===== src/rtl/dpram_fifo_ctrl_if.sv =====
// Handshake/status bundle between a FIFO user and dpram_fifo_ctrl.
// Optional almost_full/almost_empty members exist only with DPRAM_FIFO_CTRL_STATUS_EN.
interface dpram_fifo_ctrl_if #(
   parameter int addr_width = 10
);
   logic                  wr_req;
   logic                  rd_req;
   logic                  ram_we;
   logic [addr_width-1:0] ram_wr_add;
   logic [addr_width-1:0] ram_rd_add;
   logic                  full;
   logic                  empty;
   logic                  rd_valid;
   logic [addr_width:0]   count;
   logic                  overflow;
   logic                  underflow;
`ifdef DPRAM_FIFO_CTRL_STATUS_EN
   logic                  almost_full;
   logic                  almost_empty;
`endif

   modport slave (
      input  wr_req, rd_req,
`ifdef DPRAM_FIFO_CTRL_STATUS_EN
      output almost_full, almost_empty,
`endif
      output ram_we, ram_wr_add, ram_rd_add, full, empty, rd_valid,
             count, overflow, underflow
   );

   modport master (
      output wr_req, rd_req,
`ifdef DPRAM_FIFO_CTRL_STATUS_EN
      input  almost_full, almost_empty,
`endif
      input  ram_we, ram_wr_add, ram_rd_add, full, empty, rd_valid,
             count, overflow, underflow
   );
endinterface


===== src/rtl/dpram_fifo_ctrl.sv =====
// Pointer/flag/handshake controller turning a 1-cycle-latency dual-port RAM into a FIFO.
// Define DPRAM_FIFO_CTRL_STATUS_EN to add registered almost_full/almost_empty outputs.
module dpram_fifo_ctrl #(
   parameter int addr_width = 10,
   parameter int af_level   = 2**addr_width - 2,
   parameter int ae_level   = 2
) (
   input  logic            clk,
   input  logic            reset,
   dpram_fifo_ctrl_if.slave bus
);
   localparam int PtrW = addr_width + 1;
   localparam logic [PtrW-1:0] One = {{addr_width{1'b0}}, 1'b1};

   if (af_level < 0 || af_level > 2**addr_width ||
       ae_level < 0 || ae_level > 2**addr_width) begin : g_level_check
      $error("dpram_fifo_ctrl: af_level/ae_level outside 0..2**addr_width");
   end

   logic [PtrW-1:0] wr_ptr_q, wr_ptr_d;
   logic [PtrW-1:0] rd_ptr_q, rd_ptr_d;
   logic [PtrW-1:0] count_q, count_d;
   logic            full_q, full_d;
   logic            empty_q, empty_d;
   logic            rd_valid_q;
   logic            overflow_q, overflow_d;
   logic            underflow_q, underflow_d;
   logic            wr_ok, rd_ok;

   // Acceptance is judged only against flags registered at the start of the cycle.
   always_comb begin
      wr_ok       = bus.wr_req & ~full_q;
      rd_ok       = bus.rd_req & ~empty_q;
      wr_ptr_d    = wr_ok ? wr_ptr_q + One : wr_ptr_q;
      rd_ptr_d    = rd_ok ? rd_ptr_q + One : rd_ptr_q;
      count_d     = count_q;
      if (wr_ok && !rd_ok) begin
         count_d = count_q + One;
      end else if (rd_ok && !wr_ok) begin
         count_d = count_q - One;
      end
      full_d      = (wr_ptr_d[addr_width-1:0] == rd_ptr_d[addr_width-1:0]) &&
                    (wr_ptr_d[addr_width] != rd_ptr_d[addr_width]);
      empty_d     = (wr_ptr_d == rd_ptr_d);
      overflow_d  = overflow_q  | (bus.wr_req & full_q);
      underflow_d = underflow_q | (bus.rd_req & empty_q);
   end

   always_ff @(posedge clk or posedge reset) begin
      if (reset) begin
         wr_ptr_q    <= '0;
         rd_ptr_q    <= '0;
         count_q     <= '0;
         full_q      <= 1'b0;
         empty_q     <= 1'b1;
         rd_valid_q  <= 1'b0;
         overflow_q  <= 1'b0;
         underflow_q <= 1'b0;
      end else begin
         wr_ptr_q    <= wr_ptr_d;
         rd_ptr_q    <= rd_ptr_d;
         count_q     <= count_d;
         full_q      <= full_d;
         empty_q     <= empty_d;
         rd_valid_q  <= rd_ok;
         overflow_q  <= overflow_d;
         underflow_q <= underflow_d;
      end
   end

`ifdef DPRAM_FIFO_CTRL_STATUS_EN
   logic almost_full_q, almost_full_d;
   logic almost_empty_q, almost_empty_d;

   always_comb begin
      almost_full_d  = (count_d >= PtrW'(af_level));
      almost_empty_d = (count_d <= PtrW'(ae_level));
   end

   always_ff @(posedge clk or posedge reset) begin
      if (reset) begin
         almost_full_q  <= 1'b0;
         almost_empty_q <= 1'b1;
      end else begin
         almost_full_q  <= almost_full_d;
         almost_empty_q <= almost_empty_d;
      end
   end

   assign bus.almost_full  = almost_full_q;
   assign bus.almost_empty = almost_empty_q;
`endif

   // RAM addresses follow the pointers directly; the RAM read register supplies the latency.
   assign bus.ram_we     = wr_ok;
   assign bus.ram_wr_add = wr_ptr_q[addr_width-1:0];
   assign bus.ram_rd_add = rd_ptr_q[addr_width-1:0];
   assign bus.full       = full_q;
   assign bus.empty      = empty_q;
   assign bus.rd_valid   = rd_valid_q;
   assign bus.count      = count_q;
   assign bus.overflow   = overflow_q;
   assign bus.underflow  = underflow_q;
endmodule


===== src/flat_wrapper.sv =====
// flat-port wrapper written by rule: the top's interface ports become plain ports
module dpram_fifo_ctrl_flat 
#(
   parameter int addr_width = 10,
   parameter int af_level   = 2**addr_width - 2,
   parameter int ae_level   = 2
)
  (clk, reset, bus_wr_req, bus_rd_req, bus_ram_we, bus_ram_wr_add, bus_ram_rd_add, bus_full, bus_empty, bus_rd_valid, bus_count, bus_overflow, bus_underflow);
  dpram_fifo_ctrl_if #(.addr_width(addr_width)) bus_i ();
  input  logic clk;
  input  logic reset;
  input wire logic [$bits(bus_i.wr_req)-1:0] bus_wr_req;
  input wire logic [$bits(bus_i.rd_req)-1:0] bus_rd_req;
  output wire logic [$bits(bus_i.ram_we)-1:0] bus_ram_we;
  output wire logic [$bits(bus_i.ram_wr_add)-1:0] bus_ram_wr_add;
  output wire logic [$bits(bus_i.ram_rd_add)-1:0] bus_ram_rd_add;
  output wire logic [$bits(bus_i.full)-1:0] bus_full;
  output wire logic [$bits(bus_i.empty)-1:0] bus_empty;
  output wire logic [$bits(bus_i.rd_valid)-1:0] bus_rd_valid;
  output wire logic [$bits(bus_i.count)-1:0] bus_count;
  output wire logic [$bits(bus_i.overflow)-1:0] bus_overflow;
  output wire logic [$bits(bus_i.underflow)-1:0] bus_underflow;
  assign bus_i.wr_req = bus_wr_req;
  assign bus_i.rd_req = bus_rd_req;
  assign bus_ram_we = bus_i.ram_we;
  assign bus_ram_wr_add = bus_i.ram_wr_add;
  assign bus_ram_rd_add = bus_i.ram_rd_add;
  assign bus_full = bus_i.full;
  assign bus_empty = bus_i.empty;
  assign bus_rd_valid = bus_i.rd_valid;
  assign bus_count = bus_i.count;
  assign bus_overflow = bus_i.overflow;
  assign bus_underflow = bus_i.underflow;
  dpram_fifo_ctrl #(.addr_width(addr_width), .af_level(af_level), .ae_level(ae_level)) u_core (.clk(clk), .reset(reset), .bus(bus_i));
endmodule

===== config.mk =====
export PLATFORM = sky130hd
export DESIGN_NAME = dpram_fifo_ctrl_flat
export DESIGN_NICKNAME = d
export VERILOG_FILES = /design/src/rtl/dpram_fifo_ctrl_if.sv /design/src/rtl/dpram_fifo_ctrl.sv /design/src/flat_wrapper.sv
export SDC_FILE = /design/constraint.sdc
export NUM_CORES = 1
export LEC_CHECK = 0
export ABC_AREA = 1
export CAP_MARGIN = 30
export CELL_PAD_IN_SITES_DETAIL_PLACEMENT = 1
export CELL_PAD_IN_SITES_GLOBAL_PLACEMENT = 1
export CORE_MARGIN = 1
export CORE_UTILIZATION = 40
export CTS_CLUSTER_SIZE = 10
export DETAILED_ROUTE_END_ITERATION = 8
export PLACE_DENSITY = 0.89
export SYNTH_ARGS = -nofsm -noshare
export SYNTH_HDL_FRONTEND = slang
export SYNTH_SLANG_ARGS = --single-unit

===== constraint.sdc =====
create_clock -name clk -period 6.05 [get_ports clk]
set_input_delay 0.605 -clock clk [delete_from_list [all_inputs] [get_ports clk]]
set_output_delay 0.605 -clock clk [all_outputs]
set_load 0.05 [all_outputs]

==> impl_summary.log <==
INFO  metric postRouteWirelength = 6.884 mm
INFO  metric groute.layer.met2.usage = 38.45%
INFO  metric syn-cell-area = 2685 µm²
INFO  metric detail_route.drc_violations = 6
INFO  metric syn_to_final_growth = 15.47%
INFO  metric pwr_per_cell_area = 512.7 nW/µm²
INFO  metric register_bit_total_from_synthesis = 38
INFO  metric finish.net_count = 404
INFO  metric violations = design-rule violations
INFO  metric insertion_delay = 0.29 ns
INFO  metric grt-ovfl-total = 0
INFO  metric register_area = 952.2 µm²
INFO  metric power_switching_share = 51.58%
INFO  metric clkTransAtPathRegs = 0.08 ns
INFO  metric crit_path_max_fanout = 10
INFO  metric starting_drc_count_in_detailed_routing = 98
INFO  metric finalWeightedCongestion = 0.9052
INFO  metric grt.total_usage = 21.23%
INFO  metric final_cells = 465
INFO  metric cts_tree = yes
INFO  metric via_count_of_the_first_global_routing_pass = 2550
INFO  metric comb_power_share = 59.2%
INFO  metric design.die.area = 7044 µm²
INFO  metric vias = 2378
INFO  metric run_status = complete, but fails checks
INFO  metric global_route.usage.met3 = 4.154%
INFO  metric worstPathArrival = 3.41 ns
INFO  metric yosysUniqueCellTypes = 34
INFO  metric mappedNetlistNets = 382
INFO  metric wl_per_cell = 14.80 µm
INFO  metric mostFrequentLayoutCells = 124 x nand2_1, 40 x clkdlybuf4s50_1, 39 x inv_1, 37 x dfrtp_1, 26 x nand3_1
INFO  metric antenna_diode_count = 0
INFO  metric ctsHtreeMaxLevel = 2
INFO  metric timing.final.crit_share = 52.95%
INFO  metric gr-usage-met1 = 25.31%
INFO  metric largest_net_degree_at_the_start_of_global_routing = 39
INFO  metric floorplan.die.width = 83.93 µm
INFO  metric setup.worst_path.end_class = flop
INFO  metric criticalPathCategory = in -> reg
INFO  metric chipHeight = 83.93 µm
INFO  metric coreArea = 6422 µm²
INFO  metric synth_top_area_cell = dfrtp_1
INFO  metric setup_viol = 0
INFO  metric ys_top_cells_by_area = dfrtp_1 34%, nand2_1 17%, buf_4 6.2%
INFO  metric cts.repair.resized = 0
INFO  metric floorplan.initialDensity = 41.81%
INFO  metric holdBufCountCts = 0
INFO  metric grt_pass1_wl = 11.95 mm
INFO  metric postCtsSetupBuffers = 0
INFO  metric postSynthCellCount = 365
INFO  metric yosysWarnings = 0
INFO  metric final_hold_viol_count = 0
INFO  metric fin_area = 3100 µm²
INFO  metric ff2ff_setup_slack = 3.26 ns
INFO  metric routed_via_density = 5.114
INFO  metric synth_largest_type_area_fraction = 34.48%
INFO  metric hold_path_class = reg -> reg
INFO  metric pwr-share-clk = 13.6%
INFO  metric top_usage_layer = met2
INFO  metric finalCriticalPeriod = 3.203 ns
INFO  metric max_freq = 312.2 MHz
INFO  metric dp_wirelength = 5.428 mm
INFO  metric clock-sinks = 38
INFO  metric number_of_buffers_on_the_longest_clock_path = 2
INFO  metric crit_path_start_kind = input port
INFO  metric worst_pin_slew = 0.5131 ns
INFO  metric timing.clock.skew = 0.007105 ns
INFO  metric relative_slew_slack = 65.69%
INFO  metric hold-worst-slack = 0.4803 ns
INFO  metric num_io_pins = 41
INFO  metric mostFrequentLayoutCell = nand2_1
INFO  metric synth.yosys.seq_area_share = 35.46%
INFO  metric multi_input_area = 1369 µm²
INFO  metric buffer_ports.inserted = 40
INFO  metric power.share.sequential = 27.2%
INFO  metric maxCapViolations = 0
INFO  metric placedInstanceArea = 2994 µm²
INFO  metric power_report.internal_total = 769.6 µW
INFO  metric post_route_cells_drive_above_1_share = 10.57%
INFO  metric drt_pass1_iterations = 6
INFO  metric fillCellCount = 821
INFO  metric total_leakage_power = 1.514 nW
INFO  metric dpl.cell_count = 457
INFO  metric vdd.ir_drop.worst = 296.5 µV
INFO  metric synthesized_area_per_cell = 7.356 µm²
INFO  metric grt_setup_unrepaired = false
INFO  metric placement_rows = 29
INFO  metric timing.final.max_slew_violations = 0
INFO  metric cts_made_buffers = 5
INFO  metric p_switching = 819.9 µW
INFO  metric finalSetupTns = 0 ns
INFO  metric antenna_found_initial = 0
INFO  metric cts_root_buffer = clkbuf_8
INFO  metric postRouteAntennaNets = 0
INFO  metric critical_path_required = 6.26 ns
-- cells in the mapped netlist, drive strengths merged --
cell	n
o21bai	2
ha	12
inv	45
nand3	31
dfrtp	37
nand4	8
nor2	26
xor2	6
nand2	131
o21ai	13
a31oi	1
a21boi	1
a21o	1
fa	1
nor3	2
or2	3
dfstp	1
clkbuf	2
a21oi	7
buf	24
a31o	1
xnor2	6
nand3b	2
a211oi	2
-- flip-flops by register name, summed over array words and instances, names as in the netlist --
name	count
u_core.rd_ptr_q	11
u_core.bus.count	11
u_core.bus.rd_valid	1
u_core.wr_ptr_q	11
u_core.bus.empty	1
u_core.bus.full	1
u_core.bus.underflow	1
u_core.bus.overflow	1
-- worst paths after layout --
kind / from / cells past startpoint / end
max: bus_wr_req / 12 / u_core.bus.count[7]
min in group asynchronous: reset / 3 / u_core.bus.rd_valid
min: u_core.bus.overflow / 1 / u_core.bus.overflow
max in group asynchronous: reset / 3 / u_core.bus.empty
min reg2reg: u_core.bus.overflow / 1 / u_core.bus.overflow
max reg2reg: u_core.bus.empty / 11 / u_core.bus.count[7]
-- final cells by class --
type                            instances  area share [%]
Timing Repair Buffer                   41           13.16
Inverter                               45           5.448
Multi-Input combinational cell        256           44.15
Clock inverter                          1          0.9685
Sequential cell                        38           30.71
Clock buffer                            7           2.462
Tap cell                               77           3.107
-- logic make-up after synthesis --
| family | Yosys count | share of synthesized area (%) |
|---|---|---|
| flops | 38 | 35.46 |
| fa+ha+maj | 13 | 6.337 |
| compound gates | 28 | 6.244 |
| buf+inv | 71 | 13.56 |
| xor+xnor | 12 | 4.194 |
| simple gates | 203 | 34.20 |
-- per-stage QoR --
step	utilization, %	power (mW)	worst slack [ns]
floorplan	-	1.150	3.183
detailed placement	46.62	1.376	2.536
CTS	48.28	1.602	2.853
global route	48.28	1.706	2.539
finish	48.28	1.590	2.847
global placement	46.62	1.329	2.816
-- power groups by stage --
stage	clock, mW	sequential [mW]	combinational [mW]
global route	0.232	0.445	1.03
finish	0.217	0.432	0.941
CTS	0.223	0.432	0.947
global placement	0	0.432	0.897
detailed placement	0	0.434	0.942
floorplan	0	0.530	0.620
-- worst max-delay path, cell delays in order --
cell	delay [ns]
clkdlybuf4s50_1	0.56
inv_1	0.09
nor2_2	0.19
ha_1	0.22
inv_1	0.19
ha_1	0.41
a21oi_1	0.26
nand2_1	0.11
a21boi_0	0.31
o21ai_0	0.16
xnor2_1	0.14
o21ai_0	0.15
-- layer usage --
metal	wire length [µm]	share of wire, %	vias up
li1	-	-	1169
met2	3423	50	33
met5	0	0	-
met1	3194	46	1170
met3	198	2.9	6
met4	68	0.99	0
Power figures use the tool's default switching activity.
